--- src/rtl/regbank_writer_if.sv ---
// rtl/regbank_writer_if.sv - write/clear port bundle and flat read-out bus of the register file
interface regbank_writer_if #(
  parameter int WIDTH  = 32,
  parameter int ADDR_W = 5
);
  localparam int NREG = 2**ADDR_W;

  logic                  wren;
  logic [ADDR_W-1:0]     awr;
  logic [WIDTH-1:0]      din;
  logic                  clr;
  logic                  busy;
  logic                  wrack;
  logic [WIDTH*NREG-1:0] dout;

  modport master (
    output wren, awr, din, clr,
    input  busy, wrack, dout
  );

  modport slave (
    input  wren, awr, din, clr,
    output busy, wrack, dout
  );
endinterface

--- src/rtl/regbank_writer.sv ---
// rtl/regbank_writer.sv - write side of the register file with one-hot write decode and clear sweep
module regbank_writer #(
  parameter int WIDTH  = 32,
  parameter int ADDR_W = 5
) (
  input  logic            clk,
  input  logic            rst_n,
  regbank_writer_if.slave bus
);
  localparam int NREG = 2**ADDR_W;

  typedef enum logic {
    IDLE  = 1'b0,
    CLEAR = 1'b1
  } state_t;

  state_t            state, state_nxt;
  logic [ADDR_W-1:0] cnt, cnt_nxt;
  logic              accept;
  logic              wrack_q;
  logic [NREG-1:1]   wr_sel;
  logic [NREG-1:1]   clr_sel;
  logic [WIDTH-1:0]  regs [NREG-1:1];

  always_ff @(posedge clk or negedge rst_n) begin
    if (!rst_n) begin
      state   <= IDLE;
      cnt     <= '0;
      wrack_q <= 1'b0;
    end else begin
      state   <= state_nxt;
      cnt     <= cnt_nxt;
      wrack_q <= accept;
    end
  end

  // Clear outranks a same-edge write; the sweep starts at 1 since register 0 has no storage.
  always_comb begin
    state_nxt = state;
    cnt_nxt   = cnt;
    accept    = 1'b0;
    case (state)
      IDLE: begin
        if (bus.clr) begin
          state_nxt = CLEAR;
          cnt_nxt   = ADDR_W'(1);
        end else if (bus.wren) begin
          accept = 1'b1;
        end
      end
      CLEAR: begin
        if (cnt == ADDR_W'(NREG-1)) begin
          state_nxt = IDLE;
          cnt_nxt   = '0;
        end else begin
          cnt_nxt = cnt + ADDR_W'(1);
        end
      end
      default: state_nxt = IDLE;
    endcase
  end

  always_comb begin
    wr_sel  = '0;
    clr_sel = '0;
    for (int i = 1; i < NREG; i++) begin
      wr_sel[i]  = accept && (bus.awr == ADDR_W'(i));
      clr_sel[i] = (state == CLEAR) && (cnt == ADDR_W'(i));
    end
  end

  always_ff @(posedge clk or negedge rst_n) begin
    if (!rst_n) begin
      for (int i = 1; i < NREG; i++) begin
        regs[i] <= '0;
      end
    end else begin
      for (int i = 1; i < NREG; i++) begin
        if (wr_sel[i]) begin
          regs[i] <= bus.din;
        end else if (clr_sel[i]) begin
          regs[i] <= '0;
        end
      end
    end
  end

  assign bus.busy  = (state == CLEAR);
  assign bus.wrack = wrack_q;

  assign bus.dout[WIDTH-1:0] = '0;
  for (genvar g = 1; g < NREG; g++) begin : g_dout
    assign bus.dout[g*WIDTH +: WIDTH] = regs[g];
  end
endmodule

--- src/flat_wrapper.sv ---
// flat-port wrapper written by rule: the top's interface ports become plain ports
module regbank_writer_flat 
#(
  parameter int WIDTH  = 32,
  parameter int ADDR_W = 5
)
  (clk, rst_n, bus_wren, bus_awr, bus_din, bus_clr, bus_busy, bus_wrack, bus_dout);
  regbank_writer_if #(.WIDTH(WIDTH), .ADDR_W(ADDR_W)) bus_i ();
  input  logic clk;
  input  logic rst_n;
  input wire logic [$bits(bus_i.wren)-1:0] bus_wren;
  input wire logic [$bits(bus_i.awr)-1:0] bus_awr;
  input wire logic [$bits(bus_i.din)-1:0] bus_din;
  input wire logic [$bits(bus_i.clr)-1:0] bus_clr;
  output wire logic [$bits(bus_i.busy)-1:0] bus_busy;
  output wire logic [$bits(bus_i.wrack)-1:0] bus_wrack;
  output wire logic [$bits(bus_i.dout)-1:0] bus_dout;
  assign bus_i.wren = bus_wren;
  assign bus_i.awr = bus_awr;
  assign bus_i.din = bus_din;
  assign bus_i.clr = bus_clr;
  assign bus_busy = bus_i.busy;
  assign bus_wrack = bus_i.wrack;
  assign bus_dout = bus_i.dout;
  regbank_writer #(.WIDTH(WIDTH), .ADDR_W(ADDR_W)) u_core (.clk(clk), .rst_n(rst_n), .bus(bus_i));
endmodule
--- config.mk ---
export PLATFORM = sky130hd
export DESIGN_NAME = regbank_writer_flat
export DESIGN_NICKNAME = d
export VERILOG_FILES = /design/src/rtl/regbank_writer_if.sv /design/src/rtl/regbank_writer.sv /design/src/flat_wrapper.sv
export SDC_FILE = /design/constraint.sdc
export NUM_CORES = 1
export LEC_CHECK = 0
export ABC_AREA = 1
export BUFFER_PORTS_ARGS = -buffer_cell sky130_fd_sc_hd__buf_2
export CAP_MARGIN = 10
export CELL_PAD_IN_SITES_DETAIL_PLACEMENT = 1
export CELL_PAD_IN_SITES_GLOBAL_PLACEMENT = 2
export CORE_AREA = 4 4 418 420
export CTS_CLUSTER_SIZE = 24
export DETAILED_ROUTE_END_ITERATION = 10
export DIE_AREA = 0 0 422 424
export GPL_TIMING_DRIVEN = 0
export HOLD_SLACK_MARGIN = 0.02
export PLACE_DENSITY_LB_ADDON = 0.1
export SLEW_MARGIN = 20
export SYNTH_ARGS = -nofsm -noshare
export SYNTH_HDL_FRONTEND = slang
export SYNTH_SLANG_ARGS = --single-unit
--- constraint.sdc ---
create_clock -name clk -period 2.14 [get_ports clk]
set_clock_uncertainty 0.15 [all_clocks]
set_input_delay 0.214 -clock clk [delete_from_list [all_inputs] [get_ports clk]]
set_output_delay 0.214 -clock clk [all_outputs]
set_load 0.05 [all_outputs]
After elaboration in Yosys (flattened, before gate mapping)
Index checks and enable logic that the tools add are counted.
{"block": "word_totals", "reg_bits": 999, "wordCells": 263}
{"block": "op_classes", "bitwise_logic": 1, "add_sub_neg": 1, "n_reduce_logical": 93, "n_eq_ne": 63, "mux": 71}
{"operator": "two-way mux 32 bit", "count": 62}
{"operator": "equality test 5 bit, second input constant", "count": 32}
{"operator": "equality test 5 x 4 -> 1 bit, second input constant", "count": 16}
{"operator": "logical AND 1 bit", "count": 62}
{"operator": "nonzero test 2 bit", "count": 31}
{"operator": "equality test 5 x 3 -> 1 bit, second input constant", "count": 8}
{"operator": "equality test 5 x 2 -> 1 bit, second input constant", "count": 4}
{"operator": "equality test 5 x 1 -> 1 bit, second input constant", "count": 2}
{"operator": "two-way mux 5 bit", "count": 2}
{"operator": "one-hot mux 5 bit (2 select lines)", "count": 1}
{"operator": "adder 5 x 1 -> 5 bit, second input constant", "count": 1}
{"operator": "two-way mux 1 bit", "count": 5}
{"operator": "inequality test 2 bit, second input constant", "count": 1}
{"operator": "one-hot mux 1 bit (2 select lines)", "count": 1}
{"operator": "NOT 1 bit", "count": 1}

Longest topological paths before layout
Gate-level depths: netlist of run 1.
{"block": "depth", "depth_word": 5, "mapped_depth": 9}

Worst setup path after synthesis of run 1
Ideal clock, no wire load.
{"block": "synth_path", "path_type": "register to register", "startpoint": "reg u_core.state (netlist: u_core.bus.busy)", "endpoint": "reg u_core.regs (netlist bit u_core.bus.dout[800])", "setup_ns": 0.120, "stages_incl_launch_ff": 9, "required_ns": 1.870, "slack_ns": 0.124, "arrival_time_ns": 1.746, "n_path_buf": 2, "cell_sequence": "dfrtp_1 nor2_2 nand2_1 nor2_2 buf_2 nand2_1 buf_2 nand3_1 nand2_1"}
{"block": "synth_via", "elab_chain_len": 3, "word_cells_on_any_way": 5}
{"element": "from (decl)", "line": "regbank_writer.sv:17", "source": "state_t state, state_nxt;"}
{"element": "from (signal assigned)", "line": "regbank_writer.sv:31", "source": "state <= state_nxt;"}
{"element": "two-way mux 1 bit", "line": "regbank_writer.sv:42", "source": "case (state)"}
{"element": "logical AND 1 bit", "line": "regbank_writer.sv:67", "source": "wr_sel[i] = accept && (bus.awr == ADDR_W'(i));"}
{"element": "two-way mux 32 bit / nonzero test 2 bit (equally long branches)"}
{"element": "to (signal, indexed assignment)", "line": "regbank_writer.sv:80", "source": "regs[i] <= bus.din;"}
{"element": "to (decl)", "line": "regbank_writer.sv:23", "source": "logic [WIDTH-1:0] regs [NREG-1:1];"}
Parallel ways exist; a longest one is shown, timed or not.
A chain may end at the register's enable or synchronous reset.

Worst setup path after layout of run 1
{"block": "layout_path", "startpoint": "reg u_core.state (netlist: u_core.bus.busy)", "endpoint": "reg u_core.regs (netlist bit u_core.bus.dout[204])"}
Same word-level chain as after synthesis.

==> parameters.txt, run 1 <==
Parameter                              Value

Setup path
  Startpoint types ... register
  Endpoint type of the worst setup path ... register
  Worst-case register-to-register setup slack ... -0.002 ns
  Crit Path Class ... reg2reg
  Data arrival time of the critical path ... around 2.6 ns
  Maximum fanout count along the critical path ... 10
  Data required time of the worst path ... approximately 2.6 ns

Final layout
  Most common library cell in the layout ignoring fill and taps ... sky130_fd_sc_hd__nand2_1
  Number of standard cells in the final layout excluding fillers ... slightly above 8000
  Fraction of layout instances using a drive strength above 1 ... 0.285
  Net count of the finished layout ... 5951
  Filler cell count ... roughly 20000
  Most used cells in the layout excluding fill and tap cells ... 2006 x sky130_fd_sc_hd__nand2_1, 1138 x sky130_fd_sc_hd__buf_2, 998 x sky130_fd_sc_hd__dfrtp_1
  Area growth from synthesis to final layout ... 37.2%

Detailed routing
  Average routed wire per standard cell ... ~29 microns
  Detailed route wirelength on metal2 ... ~120000 microns
  Vias per std cell ... about 4.6
  Wire length the detailed router placed on met1 ... ~99000 microns
  Total met3 wirelength after detailed routing ... around 14000 microns
  # DRC ... 0
  Remaining antenna violation count after routing ... 0
  Detailed-routing iteration count for the pre-antenna-repair pass ... 5
  Total wire length after detailed routing ... 241000 microns
  Top routing layer used ... met4
  Drt first-iter violations ... 2932
  Via count of the routed design ... between 30000 and 40000

Floorplan
  Area of the die ... 179000 sq um
  Area of the core ... between 150000 and 200000 sq um
  Horizontal extent of the die ... 422 microns
  Effective utilization at floorplan ... 0.235
  Number of placement rows ... ~150
  Die Y-Extent ... approximately 420 microns
  I/O pin cnt ... approximately 1100

Worst hold path
  Worst hold path type ... in2async

Clocking
  Number of hold-repair buffers added at the cts stage ... 45
  Deepest clock path buffer count ... 3
  CTS clock-pin slew for the worst setup and hold paths ... 0.06 ns
  Number of clock sinks ... approximately 1000
  CTS tree ... done
  H-tree Lvls ... 4
  Root buffer cell ... sky130_fd_sc_hd__clkbuf_16
  Clock latency of the later-clocked register in the worst-skew pair ... ~0.76 ns
  TritonCTS buffer count ... about 130

Placed design
  Worst Setup Slack post-DPL ... -0.715 ns
  Inst Count DP ... ~8000
  Routability-driven placement congestion ratio ... 0.810
  Post-DP HPWL ... between 150000 and 200000 microns
  Count of buffers inserted at the top-level ports ... 1034

Global routing
  Antenna violations before repair ... 30
  Total Routing Usage GR ... 0.261
  Number of global-route vias before repair ... between 30000 and 40000
  Largest net degree at the start of global routing ... around 120
  First-pass GRT wire length ... ~330000 microns
  Aggregate global routing overflow ... 0

Synthesis
  Number of flip-flops and latches in the synthesized netlist ... approximately 1000
  Post-synthesis share of cell area spent on full adders, half adders and majority gates ... 0.00218
  Multiplexer area fraction after synthesis ... 0
  Top cells by area in the synthesized netlist ... sky130_fd_sc_hd__dfrtp_1 62%, sky130_fd_sc_hd__nand2_1 19%, sky130_fd_sc_hd__nand3_1 12%
  Portion of the post-synthesis area used by sequential elements ... 0.622
  Fraction of synthesized cell area taken by the top area cell type ... 0.622
  Total of warnings raised by yosys ... 0
  Compound-gate portion of the synthesized area ... 0.00109
  Combinational family with the most area after synthesis ... simple AND/OR/NAND/NOR gates
  Gate count after technology mapping ... 4600
  Area share of xor/xnor cells in the synthesized design ... 0
  Biggest area consumer among synthesized cells ... sky130_fd_sc_hd__dfrtp_1
  Netlist Area Pre-Place ... 40200 sq um
  Count of unique library cells instantiated by Yosys ... 18
  Simple-gate share of the synthesized area ... 0.325
  Synthesized area per cell ... roughly 8.7 sq um

STA
  Max-slew violation count ... 0
  Worst hold slack across all endpoints ... -0.552 ns
  Relative slew slack ... 0.250
  Setup-violating endpoint count in the final report ... 3
  Slew at the pin with the worst max-slew slack ... around 1.1 ns
  Achievable frequency ... 467 MHz
  Final period utilization ... 1.00
  Time the worst path needs with I/O delays and setup ... 2.14 ns
  Setup slack of the critical path after layout ... -0.00181 ns
  Unrepaired setup endpoints after global routing ... true
  Hold Fails Final Rpt ... between 300 and 400

Power and ir drop
  PnR Total Power ... 52.8 mW
  PwrDens ... 957 nW/um^2
  Max rail drop VDD ... approximately 0.0008 V
  Leakage power ... 33.1 nW

Job
  Total of max-cap violations ... 0

Status
  Status ... complete, but fails checks
  Violations in the final reports ... negative hold slack, negative setup slack
area by class of cell:
type / count / area [sq um] / area share
well taps: 2233 / 2790 / 0.0506
plain buffers: 407 / 2300 / 0.0417
flip-flops and latches: 999 / 25000 / 0.453
clock inverters: 19 / 141 / 0.00256
diodes: 8 / 20.0 / 0.000363
multi-input cells: 3182 / 14100 / 0.255
repair buffers: 1144 / 6800 / 0.123
clock buffers: 199 / 3900 / 0.0707
inverters: 37 / 139 / 0.00252
sequential cells by signal (all words and copies together) (netlist names):
signal / cells
u_core.bus.busy: 1
u_core.bus.dout: 992
u_core.bus.wrack: 1
u_core.cnt: 5
worst paths after layout:
check,startpoint,endpoint,cells after the start
setup / recovery,u_core.bus.busy,u_core.bus.dout[204],7
setup reg to reg,u_core.bus.busy,u_core.bus.dout[204],7
hold / removal,rst_n,u_core.bus.dout[534],4
max in group asynchronous,rst_n,u_core.bus.dout[378],8
min in group clk,bus_awr[3],u_core.bus.dout[415],6
hold reg to reg,u_core.bus.dout[375],u_core.bus.dout[375],2
critical path, cell delays in order (launching register included):
cell and delay [ns]:
sky130_fd_sc_hd__dfrtp_2 0.52, sky130_fd_sc_hd__inv_1 0.17, sky130_fd_sc_hd__nor2_4 0.22, sky130_fd_sc_hd__buf_6 0.24, sky130_fd_sc_hd__nand2_2 0.25, sky130_fd_sc_hd__clkbuf_4 0.30, sky130_fd_sc_hd__nand3_1 0.10, sky130_fd_sc_hd__nand2_1 0.05
synth_stat cells:
cell                       instances
sky130_fd_sc_hd__a21oi_1           2
sky130_fd_sc_hd__inv_2             3
sky130_fd_sc_hd__o21ai_0           4
sky130_fd_sc_hd__clkbuf_1        195
sky130_fd_sc_hd__conb_1            1
sky130_fd_sc_hd__dfrtp_1         999
sky130_fd_sc_hd__a21boi_0          1
sky130_fd_sc_hd__buf_1            48
sky130_fd_sc_hd__ha_1              7
sky130_fd_sc_hd__nor2_1           44
sky130_fd_sc_hd__nand2_2           1
sky130_fd_sc_hd__nand2_1        2065
sky130_fd_sc_hd__inv_1            34
sky130_fd_sc_hd__buf_4            32
sky130_fd_sc_hd__o22ai_1           1
sky130_fd_sc_hd__buf_2           138
sky130_fd_sc_hd__nand3_1        1000
sky130_fd_sc_hd__nor2_2           25
per-stage QoR:
step	cell area [sq um]	hold WS (ns)	util	setup TNS (ns)
after global routing	55100	-0.583	0.323	-5.31
final	55200	-0.552	0.323	-0.00466
after global placement	48300	0.321	0.282	-
after detailed placement	48600	-0.0262	0.284	-649.13
after floorplan	40300	-0.232	-	0
after CTS	54600	-0.619	0.319	-8.64
routing by layer:
layer,vias up,global-route usage
met5,-,0
met4,0,0.101
met3,272,0.0620
met2,1107,0.443
met1,19265,0.321
li1,17200,-
cells by family after synthesis:
family                     count (synthesis)
buffers and inverters                    450
adders and majority gates                  7
and+or+nand+nor                         3135
other                                      1
AOI/OAI and AO/OA                          8
DFF                                      999
power breakdown:
group          switching [mW]  internal, mW
Clock                    8.98          12.6
Sequential              0.684          19.9
Combinational            8.68          1.95
Total                    18.3          34.5
repair_timing:
action                     in CTS  in global routing
setup endpoints to repair     992               1095
cloned                          0                  3
hold endpoints to repair      439                288
resized for setup             267                222
buffers inserted               41                 11
pin swaps                      26                  7
No activity file was read; power rests on OpenSTA's default activity.
==> run 2, diff against run 1 <==
Settings changed: CTS_CLUSTER_SIZE 24 to 40, RECOVER_POWER from default to 25.
==> parameters.txt, run 2 (synthesis gave the netlist of run 1 again) <==
Parameter                              Value

Status
  Status ... complete, but fails checks
  Violations in the final reports ... negative hold slack, max-capacitance violations, max-slew violations, negative setup slack

STA
  Hold Fails Final Rpt ... 53 (-83%)
  Total Negative Setup Slacks ... -0.00127 ns (+0.00339 ns)
  Achievable frequency ... 467 MHz (about the same)
  Worst hold slack across all endpoints ... -0.290 ns (+0.262 ns)
  Slew at the pin with the worst max-slew slack ... 1.58 ns (+0.456 ns)
  Setup slack of the critical path after layout ... -0.00127 ns (+0.000541 ns)
  Time the worst path needs with I/O delays and setup ... 2.14 ns (-0.000541 ns)
  Unrepaired setup endpoints after global routing ... true
  Setup-violating endpoint count in the final report ... 1 (-2)
  Final period utilization ... 1.00 (about the same)
  Max-slew violation count ... 110 (+110)
  Relative slew slack ... -0.0542 (-0.304)

Detailed routing
  Detailed-routing iteration count for the pre-antenna-repair pass ... 7 (+2)
  Vias per std cell ... 4.61 (+0.21%)
  Drt first-iter violations ... 2870 (-2.1%)
  Average routed wire per standard cell ... 29.3 microns (about the same)
  Total wire length after detailed routing ... 241000 microns (about the same)
  Via count of the routed design ... 37934 (+0.24%)
  Remaining antenna violation count after routing ... 0 (unchanged)
  # DRC ... 0 (unchanged)

Clocking
  Number of clock sinks ... 999 (unchanged)
  Deepest clock path buffer count ... 3 (unchanged)
  CTS tree ... done
  Number of hold-repair buffers added at the cts stage ... 45 (unchanged)
  Root buffer cell ... sky130_fd_sc_hd__clkbuf_16
  TritonCTS buffer count ... 132 (unchanged)
  Clock latency of the later-clocked register in the worst-skew pair ... 0.76 ns (about the same)
  CTS clock-pin slew for the worst setup and hold paths ... 0.06 ns (about the same)
  H-tree Lvls ... 4 (unchanged)

Global routing
  Largest net degree at the start of global routing ... 117 (unchanged)
  Total Routing Usage GR ... 0.261 (unchanged)
  First-pass GRT wire length ... 329000 microns (unchanged)
  Antenna violations before repair ... 30 (unchanged)
  Aggregate global routing overflow ... 0 (unchanged)
  Number of global-route vias before repair ... 38816 (+0.010%)

Setup path
  Data required time of the worst path ... 2.64 ns (about the same)
  Startpoint types ... register
  Data arrival time of the critical path ... 2.64 ns (about the same)
  Endpoint type of the worst setup path ... register
  Maximum fanout count along the critical path ... 10 (unchanged)
  Crit Path Class ... reg2reg

Floorplan
  Die Y-Extent ... 424 microns (unchanged)
  Effective utilization at floorplan ... 0.235 (unchanged)
  Horizontal extent of the die ... 422 microns (unchanged)
  Number of placement rows ... 152 (unchanged)
  Area of the core ... 171000 sq um (unchanged)
  Area of the die ... 179000 sq um (unchanged)
  I/O pin cnt ... 1067 (unchanged)

Final layout
  Fraction of layout instances using a drive strength above 1 ... 0.284 (-0.000334)
  Area growth from synthesis to final layout ... 36.9%
  Net count of the finished layout ... 5951 (unchanged)
  Most common library cell in the layout ignoring fill and taps ... sky130_fd_sc_hd__nand2_1
  Final Core Density ... 0.322 (-0.000651)
  Most used cells in the layout excluding fill and tap cells ... 2006 x sky130_fd_sc_hd__nand2_1, 1138 x sky130_fd_sc_hd__buf_2, 998 x sky130_fd_sc_hd__dfrtp_1
  Number of standard cells in the final layout excluding fillers ... 8230 (+0.024%)
  Max reg flops ... 992 (unchanged)

Placed design
  Inst Count DP ... 7908 (unchanged)
  Count of buffers inserted at the top-level ports ... 1034 (unchanged)
  Post-DP HPWL ... 174000 microns (unchanged)
  Routability-driven placement congestion ratio ... 0.810 (unchanged)
  Worst Setup Slack post-DPL ... -0.715 ns (unchanged)

Power and ir drop
  PwrDens ... 959 nW/um^2 (+0.16%)
  Max rail drop VDD ... 0.000794 V (-0.43%)
  Leakage power ... 33.1 nW (-0.16%)

Worst hold path
  Worst hold path type ... in2async

Job
  Total of max-cap violations ... 1 (+1)
-- run 2: cell count changes in the layout (fill, tap and decap cells not counted), sizes merged --
cell,delta
buf,-2
diode,+2
clkdlybuf4s25,+1
clkbuf,+1
-- run 2: what timing repair did --
item / CTS / global route
setup endpoints to repair: 992 / 1095
resized for setup: 267 / 222
hold endpoints to repair: 439 / 288
pin swaps: 26 / 7
gates cloned: 0 / 3
buffers inserted: 41 / 11
-- run 2: worst paths after layout --
kind	start	to	slack [ns]	cells past startpoint
max	u_core.bus.busy	u_core.bus.dout[344]	-0.001	7
min	rst_n	u_core.bus.dout[534]	-0.29	4
max reg2reg	u_core.bus.busy	u_core.bus.dout[344]	-0.001	7
min reg2reg	u_core.bus.dout[375]	u_core.bus.dout[375]	0.34	2
max in group asynchronous	rst_n	u_core.bus.dout[378]	0.19	8
min in group clk	bus_awr[3]	u_core.bus.dout[415]	0.12	6
-- run 2: layout make-up --
class | instances | area, sq um
timing repair buffer | 1144 | 6680
sequential | 999 | 25000
antenna | 10 | 25.0
inverter | 37 | 139
clock inverter | 19 | 141
multi-input combinational | 3182 | 14100
fill | 20088 | 116000
tap | 2233 | 2790
clock buffer | 199 | 3900
buffer | 407 | 2300
-- run 2: per-layer routing --
| layer | GRT usage | share of wire | wire, microns | vias to the layer above |
|---|---|---|---|---|
| li1 | - | - | - | 17202 |
| met1 | 0.321 | 0.41 | 98300 | 19333 |
| met2 | 0.443 | 0.49 | 118000 | 1122 |
| met3 | 0.0620 | 0.061 | 14700 | 277 |
| met4 | 0.101 | 0.040 | 9710 | 0 |
| met5 | 0 | 0 | 0 | - |
-- run 2: power breakdown --
group          switching (mW)  internal [mW]  leakage (nW)
registers               0.682           19.9          13.9
clock network            8.99           12.6          1.99
logic                    8.68           1.93          17.2
-- run 2: per-stage QoR --
stage / power, mW / cell area (sq um)
finish: 52.8 / 55100
global route: 54.9 / 55000
CTS: 53.2 / 54600
detailed placement: 30.9 / 48600
global placement: 30.8 / 48300
floorplan: 26.6 / 40300
-- run 2: worst max-delay path, cell delays in order, from the launching register on --
cell and delay, ns:
sky130_fd_sc_hd__dfrtp_2 0.52, sky130_fd_sc_hd__inv_1 0.17, sky130_fd_sc_hd__nor2_4 0.22, sky130_fd_sc_hd__buf_6 0.24
sky130_fd_sc_hd__nand2_2 0.26, sky130_fd_sc_hd__clkbuf_4 0.30, sky130_fd_sc_hd__nand3_1 0.10, sky130_fd_sc_hd__nand2_1 0.05
